File: config.mk
export PLATFORM = sky130hd
export DESIGN_NAME = uninasoc_irq_arbiter
export DESIGN_NICKNAME = d
export VERILOG_FILES = /design/src/rtl/uninasoc_pkg.sv /design/src/rtl/uninasoc_irq_gateway.sv /design/src/rtl/uninasoc_irq_arbiter.sv
export SDC_FILE = /design/constraint.sdc
export NUM_CORES = 1
export LEC_CHECK = 0
export BUFFER_PORTS_ARGS = -buffer_cell sky130_fd_sc_hd__buf_2
export CORE_MARGIN = 4
export CORE_UTILIZATION = 44
export CTS_CLUSTER_DIAMETER = 120
export DETAILED_ROUTE_END_ITERATION = 10
export GPL_TIMING_DRIVEN = 0
export HOLD_SLACK_MARGIN = 0.03
export PLACE_DENSITY = 0.72
export REMOVE_ABC_BUFFERS = 1
export SETUP_SLACK_MARGIN = 0.05
export SYNTH_ARGS = -nofsm -noshare
export SYNTH_HDL_FRONTEND = slang
export SYNTH_SLANG_ARGS = --single-unit
File: constraint.sdc
create_clock -name clk_i -period 1.45 [get_ports clk_i]
set_input_delay 0.29 -clock clk_i [delete_from_list [all_inputs] [get_ports clk_i]]
set_output_delay 0.29 -clock clk_i [all_outputs]
set_load 0.05 [all_outputs]
File: src/rtl/uninasoc_pkg.sv
// Shared SoC constants and types: interrupt source count, claim ID type and gateway states.
package uninasoc_pkg;

    localparam int NUM_IRQ  = 3;
    localparam int IRQ_ID_W = $clog2(NUM_IRQ + 1);

    typedef logic [IRQ_ID_W-1:0] irq_id_t;

    typedef enum logic [1:0] {
        GW_IDLE,
        GW_PENDING,
        GW_CLAIMED
    } irq_gw_state_t;

endpackage

File: src/rtl/uninasoc_irq_gateway.sv
// Per-source interrupt gateway: latches a level request, holds it through claim until completion.
// State updates on every edge; pending is a decode of the state flop.
module uninasoc_irq_gateway
    import uninasoc_pkg::*;
(
    input  logic clk_i,
    input  logic rst_ni,
    input  logic src,
    input  logic grant,
    input  logic complete,
    output logic pending
);

    irq_gw_state_t state_q, state_d;

    always_comb begin
        state_d = state_q;
        case (state_q)
            GW_IDLE:    if (src)      state_d = GW_PENDING;
            GW_PENDING: if (grant)    state_d = GW_CLAIMED;
            // Level is ignored here; a held request re-pends one edge after completion.
            GW_CLAIMED: if (complete) state_d = GW_IDLE;
            default:                  state_d = GW_IDLE;
        endcase
    end

    always_ff @(posedge clk_i or negedge rst_ni) begin
        if (!rst_ni) begin
            state_q <= GW_IDLE;
        end else begin
            state_q <= state_d;
        end
    end

    assign pending = (state_q == GW_PENDING);

endmodule

File: src/rtl/uninasoc_irq_arbiter.sv
// Round-robin interrupt arbiter: gateways per source, enable masking, one core irq line, claim/complete.
// Claim response is registered one cycle after the request; gateway state moves on the request edge.
module uninasoc_irq_arbiter
    import uninasoc_pkg::*;
#(
    parameter int NUM_SRC = NUM_IRQ,
    parameter int ID_W    = $clog2(NUM_SRC + 1)
) (
    input  logic               clk_i,
    input  logic               rst_ni,
    input  logic [NUM_SRC-1:0] irq_src_i,
    input  logic [NUM_SRC-1:0] enable_i,
    output logic               irq_o,
    input  logic               claim_req_i,
    output logic               claim_ack_o,
    output logic [ID_W-1:0]    claim_id_o,
    input  logic               complete_valid_i,
    input  logic [ID_W-1:0]    complete_id_i
);

    localparam int PTR_W = (NUM_SRC > 1) ? $clog2(NUM_SRC) : 1;

    logic [NUM_SRC-1:0] pending;
    logic [NUM_SRC-1:0] eligible;
    logic [NUM_SRC-1:0] grant;
    logic [NUM_SRC-1:0] complete;

    logic [PTR_W-1:0] rr_ptr_q, rr_ptr_d;
    logic [PTR_W-1:0] hi_idx, lo_idx, win_idx;
    logic             hi_vld, lo_vld, win_vld;

    logic             claim_ack_q, claim_ack_d;
    logic [ID_W-1:0]  claim_id_q, claim_id_d;

    for (genvar g = 0; g < NUM_SRC; g++) begin : g_gw
        // IDs outside 1..NUM_SRC match no gateway; a gateway not CLAIMED ignores the strobe.
        assign complete[g] = complete_valid_i && (complete_id_i == ID_W'(g + 1));

        uninasoc_irq_gateway u_gw (
            .clk_i    (clk_i),
            .rst_ni   (rst_ni),
            .src      (irq_src_i[g]),
            .grant    (grant[g]),
            .complete (complete[g]),
            .pending  (pending[g])
        );
    end

    assign eligible = pending & enable_i;
    assign irq_o    = |eligible;

    // Two-pass search: lowest eligible above the pointer first, else lowest at or below it.
    always_comb begin
        hi_vld = 1'b0;
        hi_idx = '0;
        lo_vld = 1'b0;
        lo_idx = '0;
        for (int i = 0; i < NUM_SRC; i++) begin
            if (eligible[i] && !hi_vld && (i > int'(rr_ptr_q))) begin
                hi_vld = 1'b1;
                hi_idx = PTR_W'(i);
            end
            if (eligible[i] && !lo_vld && (i <= int'(rr_ptr_q))) begin
                lo_vld = 1'b1;
                lo_idx = PTR_W'(i);
            end
        end
        win_vld = hi_vld | lo_vld;
        win_idx = hi_vld ? hi_idx : lo_idx;
    end

    always_comb begin
        grant       = '0;
        rr_ptr_d    = rr_ptr_q;
        claim_ack_d = claim_req_i;
        claim_id_d  = claim_id_q;
        if (claim_req_i) begin
            claim_id_d = '0;
            if (win_vld) begin
                grant[win_idx] = 1'b1;
                rr_ptr_d       = win_idx;
                claim_id_d     = ID_W'(win_idx) + ID_W'(1);
            end
        end
    end

    always_ff @(posedge clk_i or negedge rst_ni) begin
        if (!rst_ni) begin
            rr_ptr_q    <= PTR_W'(NUM_SRC - 1);
            claim_ack_q <= 1'b0;
            claim_id_q  <= '0;
        end else begin
            rr_ptr_q    <= rr_ptr_d;
            claim_ack_q <= claim_ack_d;
            claim_id_q  <= claim_id_d;
        end
    end

    assign claim_ack_o = claim_ack_q;
    assign claim_id_o  = claim_id_q;

endmodule

=== Yosys cells after proc, flatten, opt, wreduce, memory -nomap -nowiden ===
Cells that the tools add are included.

* Multiplexer cells: 27
* Magnitude comparators: 6
* Eq/ne operators: 18
* Reductions and logical operators: 22
* Add/sub/neg operators: 1
* Bitwise operators: 2

{| class="wikitable"
|+ Operator list
! operator !! number
|-
| $mux 2 || 13
|-
| $pmux 2 s3 || 3
|-
| $ne 2x2->1 const B || 6
|-
| $logic_and 1x1->1 || 11
|-
| $eq 2x2->1 const B || 5
|-
| $reduce_and 3->1 || 3
|-
| $eq 2x1->1 const B || 4
|-
| $mux 1 || 8
|-
| $logic_not 2->1 || 3
|-
| $mux 3 || 2
|-
| $ne 2x1->1 const B || 3
|-
| $and 3x3->3 || 1
|-
| $logic_not 1->1 || 3
|-
| $lt 2x3->1 const B || 1
|-
| $reduce_or 3->1 || 1
|-
| $add 2x1->2 const B || 1
|-
| $demux 1 s2 || 1
|-
| $ge 2x1->1 const B || 1
|-
| $gt 1x2->1 const A || 1
|-
| $gt 2x2->1 const A || 1
|-
| $le 1x2->1 const A || 1
|-
| $le 2x2->1 const A || 1
|-
| $reduce_and 2->1 || 1
|-
| $or 1x1->1 || 1
|}

* Logic and storage cells: 82
* Flip-flop bits (word level): 11
* Output and inout bits: 4
* Bits of input ports: 12

=== Logic depth before layout (Yosys ltp) ===
Gate-level depths: netlist of the first run.

* Depth in word-level cells: 20
* Mapped depth: 7
* Gate-level depth less buffers: 6

=== Hierarchy ===
A second synthesis of the first run with hierarchy kept.

* Cell total of the unflattened synthesis: 67
* Area, all modules: 683.2 sq um

{| class="wikitable"
|+ By module, submodules not included
! module !! cells each !! times used !! seq. area each (sq um) !! area an instance (sq um)
|-
| uninasoc_irq_arbiter || 43 || 1 || 126.4 || 379.1
|-
| uninasoc_irq_gateway || 8 || 3 || 50.0 || 101.3
|}

=== Worst setup path before layout of the first run ===
Ideal clock, no wire load.

* Path type: flip-flop to flip-flop
* From: register g_gw[1].u_gw.state_q[0]
* To: register claim_id_q[1], in the netlist claim_id_o[1]
* Slack: -0.111 ns
* Clock period less this slack: 1.561 ns
* Required time: 1.329 ns
* Setup time: 0.121 ns
* Arrival time: 1.440 ns
* Path buffers: 1
* Cell stages (with the launch flop): 7
* Cell sequence: dfrtp_1 > and3b_1 > buf_6 > o22ai_1 > nand2_1 > ha_1 > a22o_1

* Cells in the longest elaborated chain, start to end: 12
* Elaborated cells on any way between the ends: 23
* Those cells by class: add/sub (1); eq/ne (1); mux (10); bitwise (2); reduce/logical (9)

{| class="wikitable"
|+ Ends and longest elaborated chain
! what !! RTL line !! RTL
|-
| start: declaration || uninasoc_irq_gateway.sv:14 || <nowiki>irq_gw_state_t state_q, state_d;</nowiki>
|-
| start signal: assignment || uninasoc_irq_gateway.sv:31 || <nowiki>state_q <= state_d;</nowiki>
|-
| $eq 2x1->1 * || uninasoc_irq_gateway.sv:35 || <nowiki>assign pending = (state_q == GW_PENDING);</nowiki>
|-
| $and 3x3->3 * || uninasoc_irq_arbiter.sv:49 || <nowiki>assign eligible = pending & enable_i;</nowiki>
|-
| $logic_and 1x1->1 (2 in a row) || uninasoc_irq_arbiter.sv:63 || <nowiki>if (eligible[i] && !lo_vld && (i <= int'(rr_ptr_q))) begin</nowiki>
|-
| $mux 1 || uninasoc_irq_arbiter.sv:63 ||
|-
| $logic_not 1->1 || uninasoc_irq_arbiter.sv:63 ||
|-
| $logic_and 1x1->1 (2 in a row) || uninasoc_irq_arbiter.sv:63 ||
|-
| $mux 2 || uninasoc_irq_arbiter.sv:63 ||
|-
| $mux 2 || uninasoc_irq_arbiter.sv:69 || <nowiki>win_idx = hi_vld ? hi_idx : lo_idx;</nowiki>
|-
| $add 2x1->2 || uninasoc_irq_arbiter.sv:82 || <nowiki>claim_id_d = ID_W'(win_idx) + ID_W'(1);</nowiki>
|-
| $mux 2 * || uninasoc_irq_arbiter.sv:79 || <nowiki>if (win_vld) begin</nowiki>
|-
| end signal: assignment || uninasoc_irq_arbiter.sv:95 || <nowiki>claim_id_q <= claim_id_d;</nowiki>
|-
| end: declaration || uninasoc_irq_arbiter.sv:33 || <nowiki>logic [ID_W-1:0] claim_id_q, claim_id_d;</nowiki>
|}

Every way passes the cells marked *; elsewhere a longest branch is shown, timed or not.
A chain may end at the register's enable or synchronous reset.

=== Worst setup path in the final report of the first run ===
* From: register g_gw[2].u_gw.state_q[0]
* To: output irq_o

* Cells in the longest elaborated chain, start to end: 3

{| class="wikitable"
|+ Ends and longest elaborated chain
! what !! RTL line !! RTL
|-
| start: declaration || uninasoc_irq_gateway.sv:14 ||
|-
| start signal: assignment || uninasoc_irq_gateway.sv:31 ||
|-
| $eq 2x1->1 || uninasoc_irq_gateway.sv:35 ||
|-
| $and 3x3->3 || uninasoc_irq_arbiter.sv:49 ||
|-
| $reduce_or 3->1 || uninasoc_irq_arbiter.sv:50 || <nowiki>assign irq_o = |eligible;</nowiki>
|-
| end: declaration || uninasoc_irq_arbiter.sv:13 || <nowiki>output logic irq_o,</nowiki>
|}

No other way between the ends.

==> metrics.txt, run 1 <==
Yosys warnings=0; critical path launch point type=flip-flop; RePlAce Congestion=0.812; Cell Area, Synth=598 µm²; placed insts=83; most frequent cells after synthesis=dfrtp_1, nand2_1, o22ai_1; # DRC=0; power per cell area=around 2100 nW/µm²; input/output buffers=15; post-place instance area=681 µm²; Critical Path End Type=output port; Die Wd=44.9 µm; GRT overflow=0; outcome=finished with violations; CTS Root Buffer Type=clkbuf_4; Crit Path Class=flip-flop to output port; Tcrit/Tclk final=1.18; Worst VDD drop=0.00124 V; number of global-route vias before repair=between 500 and 600; Final setup viols=11; worst hold start=claim_req_i; HPWL Detailed=around 940 µm; Detail Route Antenna Nets=0; vias per cell=5.89; Rows=13; prevailing post-synth register cell=dfrtp_1; crit path max fanout=2; clk buf depth=2; synthesis-to-layout area growth=69.2%; Slew @ Worst Pin=0.363 ns; HP Class=primary input to flip-flop; P_leak=0.000456 µW; fmax=0.585 GHz; Pwr Total=2120 µW; synthesized area per cell=11.1 µm²; H-tree depth=1; Non-Filler Instances=~110; Ant. Diodes=0; initial core utilization=0.465; final hold violations=0; Reg clk slew, reported paths=around 0.07 ns; Num CTS Buffers=3; EDFF count, synth=0; global-route wire length before repair=2550 µm; latest clock arrival within the worst-skew pair=0.27 ns; Reg-to-Reg End=g_gw[2].u_gw.state_q[1]; total track usage=0.181; top-count cell post-synth=dfrtp_1; DR vias=618; fraction of the yosys area taken by sequential cells=0.462; minimum clock period=1.71 ns; hold endpoint=claim_ack_o; synthesized flop and latch total=11; Final Instance Area=1010 µm²; core area=around 1300 µm²; largest net degree at the start of global routing=12; Max Clock Skew=0.00325 ns; worst hold slack=0.231 ns; layout cells sized above 1=0.633; cell count after synthesis=54; relative slew slack=0.758; RR Startpoint=g_gw[1].u_gw.state_q[1]; final wirelength=1820 µm; synth top area cells=dfrtp_1, ha_1, dfstp_2; Pre-antenna DRT Iters=4; DR WL/cell=17.3 µm; CP Data Required Time=approximately 1.2 ns; share of the synthesized area in the top cell type=0.418; failing checks=negative setup slack; worst reg-to-reg path cell count=7; worst hold stages=1; nets=106; crit path DAT=1.42 ns; area leader, netlist=dfrtp_1; max-cap viol count=0; clk sinks=11; CTS tree=yes; Top-Level Pins=16; Die Footprint=2010 µm²; fraction of registers with async set/reset=1.00; initial antenna violation count=0; Die Y=44.9 µm; slack of the critical path=-0.260 ns; Reg2Reg Setup Slack=-0.20 ns; Distinct cells, synth=25; DR iter-0 viols=29; RSZ-0062 raised after global routing=true; Max Slew Vio Count=0
-- worst max-delay path by stage --
stage | from | end
after floorplan | g_gw[0].u_gw.state_q[0] | claim_id_o[1]
after global placement | g_gw[0].u_gw.state_q[0] | claim_id_o[1]
after detailed placement | g_gw[0].u_gw.state_q[0] | claim_id_o[1]
after CTS | g_gw[2].u_gw.state_q[0] | irq_o
after global routing | g_gw[2].u_gw.state_q[0] | irq_o
final | g_gw[2].u_gw.state_q[0] | irq_o
-- layer usage --
layer	up-vias	GRT usage	part of all wire
met2	16	0.309	0.50
met4	0	0.117	0.013
met5	-	0	0
li1	292	-	-
met3	4	0.0598	0.037
met1	306	0.189	0.44
-- metrics by stage --
| stage | setup WS (ns) | util | setup TNS, ns |
|---|---|---|---|
| floorplan | -0.0868 | - | -0.184 |
| global placement | -0.242 | 0.530 | -1.34 |
| detailed placement | -0.276 | 0.530 | -1.56 |
| CTS | -0.273 | 0.669 | -1.14 |
| global route | -0.313 | 0.788 | -1.85 |
| finish | -0.260 | 0.788 | -1.32 |
-- critical path, cell delays in order (launching register included) --
cell and delay, ns:
dfrtp_1 0.38, and3b_2 0.22, or3_4 0.39, buf_8 0.16
-- cells by family (layout without fill, tap and decap cells) --
logic type               Yosys count  count (layout)  share of synthesized area
adder cells (fa/ha/maj)            3               3                     0.0628
AND/OR/NAND/NOR                   20              20                      0.211
AO/OA/AOI/OAI                     16              16                      0.226
flip-flops                        11              11                      0.462
buffers and inverters              4              40                     0.0377
-- report_power, final --
part | switching (µW) | leakage (µW) | internal [µW]
registers | 106 | 0.000132 | 432
logic | 666 | 0.000306 | 700
clock network | 109 | 0.0000177 | 102
total | 881 | 0.000456 | 1230
-- cells in the final DEF (no fill, tap or decap), types with 2 or more instances in the layout --
cell,netlist,layout
buf_6,1,4
a311oi_2,1,3
nand2_4,0,2
dfrtp_1,10,10
nand3b_1,2,2
o22ai_1,4,2
clkbuf_4,0,3
nor2_1,3,3
buf_4,0,13
buf_2,0,14
nor2b_1,2,2
o22ai_4,0,2
ha_4,0,3
nand2_1,4,2
inv_1,3,3
and2_4,0,2
a32o_1,2,2
and3b_2,0,3
-- state kept, by name (all words and copies together), names as in the netlist --
register / count
claim_ack_o: 1
claim_id_o: 2
rr_ptr_q: 2
g_gw.u_gw.state_q: 6
-- layout make-up --
| type | instances | area [µm²] |
|---|---|---|
| multi-input cells | 39 | 440 |
| flip-flops and latches | 11 | 277 |
| fillers | 69 | 273 |
| repair buffers | 33 | 238 |
| clock buffers | 3 | 22.5 |
| well taps | 15 | 18.8 |
| inverters | 3 | 11.3 |
| clock inverters | 1 | 5.00 |
-- timing repair --
action / in CTS / in global routing
endpoints found under the setup margin: 11 / 11
pin swaps: 16 / 14
endpoints found under the hold margin: 10 / 0
resized for setup: 16 / 18
hold buffers: 1 / 0
buffers inserted: 11 / 6
Note: power is estimated with default switching activity, not from simulation.
==> run 2, diff against run 1 <==
--- a/config.mk
+++ b/config.mk
@@ -6,8 +6,10 @@
 export NUM_CORES = 1
 export LEC_CHECK = 0
 export BUFFER_PORTS_ARGS = -buffer_cell sky130_fd_sc_hd__buf_2
+export CELL_PAD_IN_SITES_DETAIL_PLACEMENT = 1
+export CELL_PAD_IN_SITES_GLOBAL_PLACEMENT = 1
 export CORE_MARGIN = 4
-export CORE_UTILIZATION = 44
+export CORE_UTILIZATION = 34
 export CTS_CLUSTER_DIAMETER = 120
 export DETAILED_ROUTE_END_ITERATION = 10
 export GPL_TIMING_DRIVEN = 0
==> run 2 against run 1 <==
The flow still finishes with violations (negative setup slack). Die area rose by 24%. Critical path depth did not move. Combinational power fell by 24%. Routed wire length fell by 3.3%. Clock skew rose by 0.011 ns. Count of clock-buffer cells in the layout rose by 1. First-iteration DRC count fell by 83%. Via count fell by 7.6%. Register-to-register slack got worse by 0.03 ns. Critical path type unchanged. Critical endpoint unchanged. Largest power group unchanged. Highest routed layer unchanged.
==> metrics.txt, run 2 (same netlist as run 1, synthesis figures left out) <==
DR iter-0 viols=5; Critical Path End Type=output port; Ant. Diodes=0; setup TNS=-1.82 ns; Most flops, register=g_gw.u_gw.state_q; clk buf depth=2; Max Slew Vio Count=0; RePlAce Congestion=between 0.7 and 0.8; minimum clock period=1.74 ns; hold endpoint=claim_ack_o; synthesis-to-layout area growth=47.1%; final wirelength=~1800 µm; Rows=14; CTS tree=yes; RR Startpoint=g_gw[1].u_gw.state_q[0]; latest clock arrival within the worst-skew pair=0.28 ns; worst hold start=claim_req_i; initial antenna violation count=0; crit path max fanout=4; outcome=finished with violations; CP Data Required Time=1.16 ns; final hold violations=0; relative slew slack=0.586; Final setup viols=10; worst hold stages=1; # DRC=0; critical path launch point type=flip-flop; GRT overflow=0; max-cap viol count=0; most frequent cells in the layout=buf_2, dfrtp_1, buf_4; Slew @ Worst Pin=a little over 0.6 ns; Num CTS Buffers=3; Pre-antenna DRT Iters=3; Reg-to-Reg End=claim_id_o[1]; P_leak=0.000411 µW; input/output buffers=15; Die Y=49.9 µm; vias per cell=5.71; Crit Path Class=flip-flop to output port; post-place instance area=682 µm²; Reg clk slew, reported paths=0.08 ns; Detail Route Antenna Nets=0; layout cells sized above 1=0.548; Max Clock Skew=0.0142 ns; largest net degree at the start of global routing=12; crit path DAT=1.45 ns; Final Instance Area=880 µm²; CTS Root Buffer Type=clkbuf_4; failing checks=negative setup slack; worst reg-to-reg path cell count=6; number of global-route vias before repair=between 500 and 600; core area=between 1500 and 2000 µm²; Reg2Reg Setup Slack=-0.23 ns; DR WL/cell=between 15 and 20 µm; Die Wd=~50 µm; DR vias=571; H-tree depth=1; commonest non-fill, non-tap cell in the layout=buf_2; Worst VDD drop=roughly 0.0009 V; fmax=0.574 GHz; power per cell area=2030 nW/µm²; nets=100; global-route wire length before repair=2750 µm; clk sinks=11; total track usage=0.151; RSZ-0062 raised after global routing=true; max reg flops=6; Tcrit/Tclk final=1.20; initial core utilization=0.379; slack of the critical path=-0.293 ns; HPWL Detailed=around 1100 µm; HP Class=primary input to flip-flop; Die Footprint=2490 µm²; Top-Level Pins=16
-- run 2: changes by cell type in the layout (fill, tap and decap cells not counted), sizes merged --
cell / previous run / this run
clkbuf: 3 / 4
buf: 32 / 26
clkinv: 1 / 0
-- run 2: what timing repair did --
action	CTS	global route
pin swaps	11	5
endpoints found under the setup margin	11	11
resized for setup	12	8
hold buffers	1	0
setup buffers	11	1
endpoints found under the hold margin	10	0
-- run 2: report_power, final --
group | switching, µW | internal, µW | leakage (µW)
clock | 112 | 107 | 0.0000150
combinational | 531 | 511 | 0.000264
sequential | 94.0 | 432 | 0.000132
total | 737 | 1050 | 0.000411
-- run 2: through the flow --
step	hold WS [ns]	cells	setup slack [ns]	total power (µW)	util
5_1_grt	0.202	100	-0.336	1910	0.558
4_1_cts	0.202	100	-0.281	1660	0.532
2_1_floorplan	-0.00559	53	-0.0868	1040	-
3_3_place_gp	0.178	84	-0.252	1190	0.433
6_report	0.211	100	-0.293	1790	0.558
3_5_place_dp	0.179	84	-0.266	1210	0.433
-- run 2: metal layers --
| metal | GRT usage | part of all wire | wire length [µm] |
|---|---|---|---|
| met5 | 0 | 0 | 0 |
| met4 | 0.0553 | 0.016 | 28 |
| met3 | 0.0633 | 0.047 | 83 |
| met2 | 0.271 | 0.52 | 912 |
| met1 | 0.154 | 0.42 | 735 |
-- run 2: final cells by class --
class	instances	area (µm²)
clock buffers	4	26.3
fillers	173	697
inverters	3	11.3
multi-input cells	39	360
flip-flops and latches	11	277
well taps	16	20.0
repair buffers	27	185
-- run 2: worst max-delay path by stage --
stage | from | end | slack, ns | cells after the start
after floorplan | g_gw[0].u_gw.state_q[0] | claim_id_o[1] | -0.09 | 5
after global placement | g_gw[0].u_gw.state_q[0] | claim_id_o[1] | -0.25 | 5
after detailed placement | g_gw[0].u_gw.state_q[0] | g_gw[2].u_gw.state_q[0] | -0.27 | 5
after CTS | g_gw[1].u_gw.state_q[0] | irq_o | -0.28 | 3
after global routing | g_gw[1].u_gw.state_q[0] | irq_o | -0.34 | 3
final | g_gw[1].u_gw.state_q[0] | irq_o | -0.29 | 3
-- run 2: worst max-delay path, cell delays in order (launching register included) --
cell and delay (ns):
dfrtp_1 0.39, and3b_2 0.23, or3_4 0.39, buf_8 0.16
